===== src/rtl/pkg_salsa.sv =====
// Shared constants, FSM state type and state-word layout
// for the Salsa20 block-state initialiser.
package pkg_salsa;

  typedef enum logic [1:0] {
    ST_IDLE,
    ST_RUN,
    ST_DONE
  } state_e;

  // "expand 32-byte k" and "expand 16-byte k", word 0 in [31:0]
  localparam logic [3:0][31:0] SIGMA = {
    32'h6b206574, 32'h79622d32,
    32'h3320646e, 32'h61707865
  };
  localparam logic [3:0][31:0] TAU = {
    32'h6b206574, 32'h79622d36,
    32'h3120646e, 32'h61707865
  };

  localparam logic [3:0] IDX_C0     = 4'd0;
  localparam logic [3:0] IDX_K0     = 4'd1;
  localparam logic [3:0] IDX_C1     = 4'd5;
  localparam logic [3:0] IDX_N0     = 4'd6;
  localparam logic [3:0] IDX_CTR_LO = 4'd8;
  localparam logic [3:0] IDX_CTR_HI = 4'd9;
  localparam logic [3:0] IDX_C2     = 4'd10;
  localparam logic [3:0] IDX_KH     = 4'd11;
  localparam logic [3:0] IDX_C3     = 4'd15;

  localparam logic [3:0] ADDR_CTR_LO = 4'd10;
  localparam logic [3:0] ADDR_CTR_HI = 4'd11;

  function automatic logic [3:0][31:0] consts(
    input logic key_len
  );
    return key_len ? SIGMA : TAU;
  endfunction

endpackage


===== src/rtl/salsa_matrix_pack.sv =====
// Combinational assembly of the 4x4 Salsa20 input matrix
// from constants, key, nonce and 64-bit block counter.
module salsa_matrix_pack
  import pkg_salsa::*;
(
  input  logic [7:0][31:0] key_i,
  input  logic [1:0][31:0] nonce_i,
  input  logic [63:0]      ctr_i,
  input  logic             key_len_i,
  output logic [511:0]     state_o
);

  logic [15:0][31:0] m;
  logic [3:0][31:0]  c;

  always_comb begin
    m = '0;
    c = consts(key_len_i);
    m[IDX_C0] = c[0];
    m[IDX_C1] = c[1];
    m[IDX_C2] = c[2];
    m[IDX_C3] = c[3];
    for (int i = 0; i < 4; i++) begin
      m[IDX_K0 + 4'(i)] = key_i[3'(i)];
      // 16-byte keys repeat the low half
      m[IDX_KH + 4'(i)] = key_len_i ? key_i[3'(i + 4)]
                                    : key_i[3'(i)];
    end
    m[IDX_N0]         = nonce_i[0];
    m[IDX_N0 + 4'd1]  = nonce_i[1];
    m[IDX_CTR_LO]     = ctr_i[31:0];
    m[IDX_CTR_HI]     = ctr_i[63:32];
    state_o = m;
  end

endmodule


===== src/rtl/salsa_state_init.sv =====
// Loads key/nonce/counter words and streams one Salsa20
// input matrix per accepted block, advancing the counter.
module salsa_state_init
  import pkg_salsa::*;
#(
  parameter int NB_W = 16
) (
  input  logic            clk,
  input  logic            rst,
  input  logic            key_len,
  input  logic            wr_en,
  input  logic [3:0]      wr_addr,
  input  logic [31:0]     wr_data,
  input  logic            start,
  input  logic [NB_W-1:0] num_blocks,
  output logic            busy,
  output logic            out_valid,
  input  logic            out_ready,
  output logic [511:0]    out_state,
  output logic            done,
  output logic            ctr_wrap
);

  state_e            state_q;
  logic [7:0][31:0]  key_q;
  logic [1:0][31:0]  nonce_q;
  logic [63:0]       ctr_q;
  logic              wrap_q;
  logic              keylen_q;
  logic [NB_W-1:0]   remain_q;
  logic              valid_q;
  logic              busy_q;
  logic              done_q;
  logic [511:0]      matrix;
  logic              hs;

  assign hs = valid_q && out_ready;

  salsa_matrix_pack u_pack (
    .key_i     (key_q),
    .nonce_i   (nonce_q),
    .ctr_i     (ctr_q),
    .key_len_i (keylen_q),
    .state_o   (matrix)
  );

  always_ff @(posedge clk or posedge rst) begin
    if (rst) begin
      state_q  <= ST_IDLE;
      key_q    <= '0;
      nonce_q  <= '0;
      ctr_q    <= '0;
      wrap_q   <= 1'b0;
      keylen_q <= 1'b0;
      remain_q <= '0;
      valid_q  <= 1'b0;
      busy_q   <= 1'b0;
      done_q   <= 1'b0;
    end else begin
      unique case (state_q)
        ST_IDLE: begin
          if (wr_en) begin
            if (!wr_addr[3]) begin
              key_q[wr_addr[2:0]] <= wr_data;
            end else if (wr_addr[3:1] == 3'b100) begin
              nonce_q[wr_addr[0]] <= wr_data;
            end else if (wr_addr == ADDR_CTR_LO) begin
              ctr_q[31:0] <= wr_data;
            end else if (wr_addr == ADDR_CTR_HI) begin
              ctr_q[63:32] <= wr_data;
              wrap_q       <= 1'b0;
            end
          end
          if (start) begin
            keylen_q <= key_len;
            if (num_blocks != '0) begin
              state_q  <= ST_RUN;
              remain_q <= num_blocks;
              valid_q  <= 1'b1;
              busy_q   <= 1'b1;
            end else begin
              state_q <= ST_DONE;
              done_q  <= 1'b1;
            end
          end
        end
        ST_RUN: begin
          if (hs) begin
            ctr_q    <= ctr_q + 64'd1;
            remain_q <= remain_q - NB_W'(1);
            if (ctr_q == '1) wrap_q <= 1'b1;
            if (remain_q == NB_W'(1)) begin
              state_q <= ST_DONE;
              valid_q <= 1'b0;
              busy_q  <= 1'b0;
              done_q  <= 1'b1;
            end
          end
        end
        ST_DONE: begin
          state_q <= ST_IDLE;
          done_q  <= 1'b0;
        end
        default: begin
          state_q <= ST_IDLE;
          valid_q <= 1'b0;
          busy_q  <= 1'b0;
          done_q  <= 1'b0;
        end
      endcase
    end
  end

  // registers are frozen outside IDLE, so gating holds it stable
  assign out_state = valid_q ? matrix : '0;
  assign out_valid = valid_q;
  assign busy      = busy_q;
  assign done      = done_q;
  assign ctr_wrap  = wrap_q;

endmodule


===== config.mk =====
export PLATFORM = sky130hd
export DESIGN_NAME = salsa_state_init
export DESIGN_NICKNAME = d
export VERILOG_FILES = /design/src/rtl/pkg_salsa.sv /design/src/rtl/salsa_matrix_pack.sv /design/src/rtl/salsa_state_init.sv
export SDC_FILE = /design/constraint.sdc
export NUM_CORES = 1
export LEC_CHECK = 0
export BUFFER_PORTS_ARGS = -buffer_cell sky130_fd_sc_hd__clkbuf_2
export CORE_AREA = 2 2 226 228
export CTS_CLUSTER_SIZE = 28
export DETAILED_ROUTE_END_ITERATION = 16
export DIE_AREA = 0 0 228 230
export PLACE_DENSITY = 0.71
export SLEW_MARGIN = 10
export SYNTH_ARGS = -nofsm -noshare
export SYNTH_HDL_FRONTEND = slang
export SYNTH_HIERARCHICAL = 1
export SYNTH_SLANG_ARGS = --single-unit

===== constraint.sdc =====
create_clock -name clk -period 23.1 [get_ports clk]
set_input_delay 1.155 -clock clk [delete_from_list [all_inputs] [get_ports clk]]
set_output_delay 1.155 -clock clk [all_outputs]
set_load 0.02 [all_outputs]

After elaboration in Yosys (flattened, before gate mapping)
Index checks and enable logic that the tools add are counted. Widths: inputs -> output; s select.

Register bits after elaboration: 406. Input bits: 58. Output and inout bits: 516. Logic and storage cells: 108.

Add/sub/neg operators: 2. Magnitude comparators: 4. Eq/ne operators: 19. Multiplexer cells: 47. Bitwise logic cells: 2. Reductions and logical operators: 16.

Operator list (number): $mux 512 (1); $mux 32 (9); $bwmux 256 (1); $mux 64 (4); $pmux 64 s2 (1); $demux 32 s3 (1); $mux 67 (1); $add 64x1->64 const B (1); $bwmux 64 (1); $eq 64x64->1 const B (1); $mux 16 (3); $demux 32 s1 (1); $pmux 16 s2 (1); $ne 2x2->1 const B (12); $eq 16x1->1 const B (1); $reduce_bool 16->1 (1); $sub 16x1->16 const B (1); $mux 1 (15); $reduce_and 4->1 (3); $eq 4x4->1 const B (2); $mux 2 (4); $reduce_and 8->1 (1); $reduce_and 7->1 (1); $reduce_and 3->1 (2); 17 further kinds (21).

Depth between registers and ports, before layout
Gate-level depths: netlist of the first run.

Depth in word-level cells: 7. Mapped depth: 9. Mapped depth without buffers: 7.

Cells and area by module
The synthesis of the first run kept the hierarchy.

Modules (own cells, without submodules): salsa_state_init (instances 1, cells each 1991, area an instance 20932.6 sq um, seq. area each 10159.7 sq um); salsa_matrix_pack (instances 1, cells each 514, area an instance 3847.4 sq um, seq. area each 0.0 sq um).

Worst setup path after synthesis of the first run
OpenSTA, ideal clock, no wires.

Path kind: input port to flip-flop. Start point: input port wr_addr[0]. End point: register key_q[0] (netlist bit). Setup time: 0.125 ns. Data arrival time: 2.736 ns. Required time: 22.975 ns. Setup slack: 20.239 ns. Stages on the path: 5. Path buffers: 2. Path through: or4_1 clkbuf_1 nor3_1 buf_2 mux2_2.

Word-level cells in the longest chain between the ends: 5. Elaborated cells on any way between the ends: 6. Classes of those cells: 2 x order compare; 3 x mux; 1 x reduce/logical.

RTL lines: from (decl) (RTL line salsa_state_init.sv:12) `input logic [3:0] wr_addr,`; $lt 3x4->1 (implied by the code) or $ge 3x1->1 (tied branches) (RTL line salsa_state_init.sv:64) `key_q[wr_addr[2:0]] <= wr_data;`; $logic_and 1x1->1 (implied by the code) (RTL line salsa_state_init.sv:64); $mux 32 (implied by the code) (RTL line salsa_state_init.sv:64); $demux 32 s3 * (RTL line salsa_state_init.sv:64); $bwmux 256 * (RTL line salsa_state_init.sv:64); to (signal, indexed assignment) (RTL line salsa_state_init.sv:64); to (decl) (RTL line salsa_state_init.sv:25) `logic [7:0][31:0] key_q;`.

Every way passes the cells marked *; elsewhere a longest branch is shown, timed or not. A chain may end at the register's enable or synchronous reset.

==> results of run 1 <==
[how the worst max path moves through the flow]
| stage | start | endpoint | cells past startpoint |
|---|---|---|---|
| final | busy | out_state[85] | 3 |
| after global routing | busy | out_state[49] | 3 |
| after CTS | busy | out_state[431] | 3 |
| after detailed placement | rst | key_q[101] | 4 |
| after global placement | rst | key_q[101] | 4 |
| after floorplan | rst | busy | 1 |
[registers in the layout (all words and copies together) (netlist names)]
register	cells
done	1
busy	1
key_q	128
nonce_q	64
ctr_wrap	1
state_q	2
remain_q	16
ctr_q	64
keylen_q	1
[layer usage]
metal | GRT usage (%) | vias to the layer above | part of all wire (%)
li1 | - | 6813 | -
met1 | 26.4 | 7035 | 41
met2 | 35.9 | 649 | 49
met3 | 3.77 | 101 | 7.1
met4 | 5.64 | 2 | 2.8
met5 | 0 | - | 0.028
[cells in the final DEF, fill, tap and decap left out, types with 10 or more instances in the layout]
cell type and count:
a211oi_1 10, a21oi_1 86, a31oi_1 18, and2_1 515, and3_1 10, buf_4 19, clkbuf_16 31, clkbuf_2 502
conb_1 126, dfrtp_1 277, inv_1 20, mux2_2 193, nand2_1 53, nand3_1 34, nand4_1 22, nor2_1 87
nor3_1 39, nor4_1 16, o21ai_0 40, o22a_1 13, o22ai_1 21
[cell type report]
cell class	count	area [µm²]	area share (%)
inverter	21	86.3	0.417
multi-input combinational	1391	9080	43.9
sequential	278	6960	33.7
timing repair buffer	523	2690	13.0
tap	672	841	4.07
clock buffer	43	881	4.26
clock inverter	13	129	0.623
antenna	4	10.0	0.0484
[critical path, delay by kind of cell (launching register included)]
kind / cells / cell delay (ns)
buf+inv: 2 / 0.96
flops: 1 / 0.74
simple gates: 1 / 0.26
[power by group]
group / switching (mW) / total (mW) / internal, mW
Combinational: 0.156 / 0.232 / 0.0759
Clock: 0.208 / 0.496 / 0.288
Sequential: 0.0402 / 0.558 / 0.517
Total: 0.405 / 1.29 / 0.881
[stage by stage]
stage / utilization (%) / hold slack (ns)
after detailed placement: 39.4 / 0.484
after CTS: 41.4 / 0.494
after global routing: 41.5 / 0.510
after global placement: 39.4 / 0.474
final: 41.5 / 0.500
after floorplan: - / 0.451
==> run metrics, run 1 <==
status complete, no violations; Syn Area/Cell 8.98 µm²; Yosys Warn Count 6; Die Width between 200 and 250 µm; IO Count between 500 and 600; register-to-register setup slack 19.89 ns; Cells after DPL 2884; Worst Reg-to-Reg Cells 7; DR vias 14.6k; CP max stage cell buf_4; gpl congestion slightly below 0.9; total gr overflow 0; Post-DRT Antenna Nets 0; DRC 0; Num CTS Buffers 31; gate count after technology mapping 2232; CTS tree done; critical path class flip-flop to output pin; worst r2r dst ctr_q[38]; first drt pass iteration count 6; wire per inst ~19 µm; CTS hold repair buffers 0; Die Y around 230 µm; Leak Pwr 10.6 nW; RR Startpoint busy; first-pass GRT wire length 84400 µm; Final HPWL DP 41400 µm; fmax 0.264 GHz; Post-Syn Area roughly 20000 µm²; Resize count post-CTS 0; fraction of layout cells with a size suffix above 1 34.8%; clock sink count 278; MaxCap Viol Count 0; DIE AREA ~52000 µm²; pre-CTS setup slack slightly below 20 ns; Non-Filler Instances 2945; H-Tree Level Count 1; core area 49900 µm²; Post-CTS Setup Bufs 0; vias in the first global route 13.7k; Final Hold Fails 0; WHS Path Cells 1; hold_sp nonce_q[55]; design area between 20000 and 25000 µm²; Clk Latency, worst-skew pair 0.58 ns; clock transition at the registers of the reported paths approximately 0.070 ns; final setup fails 0; Req. time, crit path around 22 ns; final wirelength 57100 µm; pins over their slew limit 0; area delta synth->final 3.15%; Worst Path Arrival 2.64 ns; setup TNS 0 ns; crit-path max FO 152; placement row count a little over 80; CP Capture Type output pin; fill count 4882; Iter 0 DRT Violations 1205; Initial Util 40.2%; largest net degree at the start of global routing between 150 and 200; deepest clock path buffer count 3; Vias/cell slightly below 5; hold endpoint nonce_q[55]; Final WS setup 19.31 ns; Worst Setup Start Kind flip-flop; Cell Chain, Critical Path buf_4 -> and2_1 -> clkbuf_2; Rel. slew slack 25.5%; Hold/Removal Path Class flip-flop to flip-flop; final worst-path cycle share 16.4%; critical path's largest stage delay 0.79 ns; Total Power 1.29 mW; post-route minimum period 3.79 ns; Slew @ Worst Pin 1.12 ns; Area after DPL 19600 µm²; CTS Root Cell clkbuf_16; Tot GR Track Use around 21%; VDD IR max approximately 0.053 mV; number of port buffers 502; power density over the cells 62.2 nW/µm²; final-stage net count 2307; unrepaired setup endpoints after global routing no; Worst Clk Skew 0.0216 ns; initial antenna violation count 7
Power figures use the tool's default switching activity.
==> inputs of run 2 (changes only) <==
--- a/config.mk
+++ b/config.mk
@@ -6,11 +6,11 @@
 export NUM_CORES = 1
 export LEC_CHECK = 0
 export BUFFER_PORTS_ARGS = -buffer_cell sky130_fd_sc_hd__clkbuf_2
-export CORE_AREA = 2 2 226 228
+export CORE_AREA = 2 2 220 222
 export CTS_CLUSTER_SIZE = 28
 export DETAILED_ROUTE_END_ITERATION = 16
-export DIE_AREA = 0 0 228 230
-export PLACE_DENSITY = 0.71
+export DIE_AREA = 0 0 222 224
+export PLACE_DENSITY = 0.75
 export SLEW_MARGIN = 10
 export SYNTH_ARGS = -nofsm -noshare
 export SYNTH_HDL_FRONTEND = slang
==> constraint.sdc (replaced) <==
create_clock -name clk -period 3.6 [get_ports clk]
set_input_delay 0.18 -clock clk [delete_from_list [all_inputs] [get_ports clk]]
set_output_delay 0.18 -clock clk [all_outputs]
set_load 0.02 [all_outputs]
==> run 2 against run 1 <==
First-iteration DRC count rose by 8.1%; sequential cell count did not move; non-clock buffer count rose by 20; sequential share of layout area fell by 0.29 points; via count rose by 0.58%; die area fell by 5.2%; largest power group unchanged; clock power rose to 6.6 times the previous value; clock-buffer cell count rose by 1.
==> run metrics, run 2 (synthesis results as in run 1) <==
area of the multi-input gates 9080 µm² (unchanged); critical path class flip-flop to flip-flop (was flip-flop to output pin); core area 47300 µm² (was 49900 µm²); final wirelength 57700 µm (was 57100 µm); Num CTS Buffers 31 (unchanged); pre-CTS setup slack 0.847 ns (was 19.54 ns); fraction of layout cells with a size suffix above 1 34.7% (was 34.8%); deepest clock path buffer count 3 (unchanged); WHS Path Cells 3 (was 1); largest net degree at the start of global routing 326 (was 189); Final HPWL DP 41500 µm (was 41400 µm); placement row count 80 (was 82); final-stage net count 2327 (was 2307); Post-DRT Antenna Nets 0 (unchanged); MaxCap Viol Count 0 (unchanged); Iter 0 DRT Violations 1303 (was 1205); pins over their slew limit 0 (unchanged); post-route minimum period ~2.9 ns; VDD IR max 0.354 mV (was 0.0532 mV); setup TNS 0 ns (unchanged); Worst Setup Start Kind flip-flop (unchanged); Top reg by flops key_q (unchanged); RR Startpoint state_q[0] (was busy); Worst Reg-to-Reg Cells 6 (was 7); CP Capture Type flip-flop (was output pin); vias in the first global route 13.8k (was 13.7k); Rel. slew slack 25.4% (was 25.5%); fmax between 0.3 and 0.4 GHz; first drt pass iteration count 5 (was 6); initial antenna violation count 1 (was 7); Worst Clk Skew 0.0132 ns (was 0.0216 ns); commonest cells after routing, fill and taps aside 515 x and2_1, 502 x clkbuf_2, 277 x dfrtp_1 (unchanged); worst r2r dst ctr_q[38] (unchanged); unrepaired setup endpoints after global routing no (unchanged); storage element area 6960 µm² (unchanged); Tot GR Track Use 22.3% (was 20.7%); CTS tree done (unchanged); DR vias 14.7k (was 14.6k); fill count 4545 (was 4882); Slew @ Worst Pin 1.12 ns (about the same); H-Tree Level Count 1 (unchanged); area delta synth->final 4.06% (was 3.15%); Post-CTS Setup Bufs 0 (unchanged); IO Count 574 (unchanged); Hold/Removal Path Class primary input to flip-flop (was flip-flop to flip-flop); final worst-path cycle share between 70 and 80%; wire per inst 19.9 µm (was 19.4 µm); CTS Root Cell clkbuf_16 (unchanged); status complete, no violations (unchanged); Largest regs key_q (128), ctr_q (64), nonce_q (64) (unchanged); Final Hold Fails 0 (unchanged); Req. time, crit path 4.07 ns (was 21.95 ns); max FFs per register 128 (unchanged); Leak Pwr 10.8 nW (was 10.6 nW); hold endpoint ctr_q[4] (was nonce_q[55]); Initial Util 42.3% (was 40.2%); commonest non-fill, non-tap cell in the layout and2_1 (unchanged); clock sink count 278 (unchanged); Clk Latency, worst-skew pair 0.59 ns (was 0.58 ns); clock transition at the registers of the reported paths 0.06 ns (was 0.07 ns); DRC 0 (unchanged); final setup fails 0 (unchanged); first-pass GRT wire length 85500 µm (was 84400 µm); DIE AREA 49700 µm² (was 52400 µm²); number of port buffers 502 (unchanged); Die Y 224 µm (was 230 µm); Final WS setup 0.745 ns (was 19.31 ns); power density over the cells 401 nW/µm² (was 62.2 nW/µm²); Die Width 222 µm (was 228 µm); crit-path max FO 19 (was 152); Vias/cell 5.06 (was 4.96); total gr overflow 0 (unchanged); Worst Path Arrival 3.33 ns (was 2.64 ns); register-to-register setup slack 0.74 ns (was 19.89 ns); gpl congestion 0.888 (was 0.889); hold_sp wr_data[4] (was nonce_q[55])
## run 2: cell count changes in the layout (fill, tap and decap cells not counted), moves of 2 or more
cell	previous run	this run
dlygate4sd3_1	0	15
buf_12	0	6
diode_2	4	1
clkinv_2	7	5
## run 2: final cells by class
type	instances	area share, %
flip-flops and latches	278	33.4
inverters	21	0.396
clock inverters	11	0.726
multi-input cells	1391	43.5
repair buffers	543	14.1
diodes	1	0.0120
clock buffers	44	4.24
well taps	615	3.69
## run 2: where the power goes
part / total, mW / leakage (nW) / internal (mW) / switching [mW]
Clock: 3.27 / 0.510 / 1.92 / 1.35
Combinational: 1.54 / 6.50 / 0.504 / 1.03
Sequential: 3.57 / 3.75 / 3.32 / 0.245
## run 2: how the worst max path moves through the flow
stage	end	from	cells after the start	slack, ns
2_1_floorplan	busy	rst	1	-0.26
3_3_place_gp	ctr_q[38]	state_q[0]	6	0.88
3_5_place_dp	ctr_q[38]	state_q[0]	6	0.85
4_1_cts	out_state[270]	busy	3	0.71
5_1_grt	ctr_q[38]	state_q[0]	6	0.56
6_report	ctr_q[38]	state_q[0]	6	0.74
## run 2: routing by layer
| metal | vias to the layer above | part of all wire (%) | global-route usage [%] |
|---|---|---|---|
| met3 | 108 | 6.3 | 3.87 |
| li1 | 6851 | - | - |
| met5 | - | 0 | 0 |
| met2 | 589 | 48 | 37.8 |
| met1 | 7137 | 42 | 28.5 |
| met4 | 0 | 3.6 | 8.37 |
## run 2: worst max-delay path, cell delays in order, from the launching register on
cell       delay, ns
dfrtp_1         0.58
nand4bb_1       0.35
o21ai_0         0.44
o21a_1          0.39
buf_4           0.27
nand2_1         0.31
o221a_2         0.41
## run 2: through the flow
stage	total power, mW	std cells	cell area, µm²	hold WS, ns	utilization (%)
final	8.37	2904	20900	0.0384	44.1
after global routing	8.75	2903	20900	0.0432	44.1
after CTS	8.46	2903	20900	0.00725	44.1
after detailed placement	5.14	2833	19700	0.418	41.6
after global placement	5.08	2833	19700	0.421	41.6
after floorplan	4.87	2356	20500	0.316	-
## run 2: what timing repair did
item | CTS | global route
hold buffers | 15 | 0
endpoints found under the hold margin | 50 | 0
resized for setup | 0 | 0
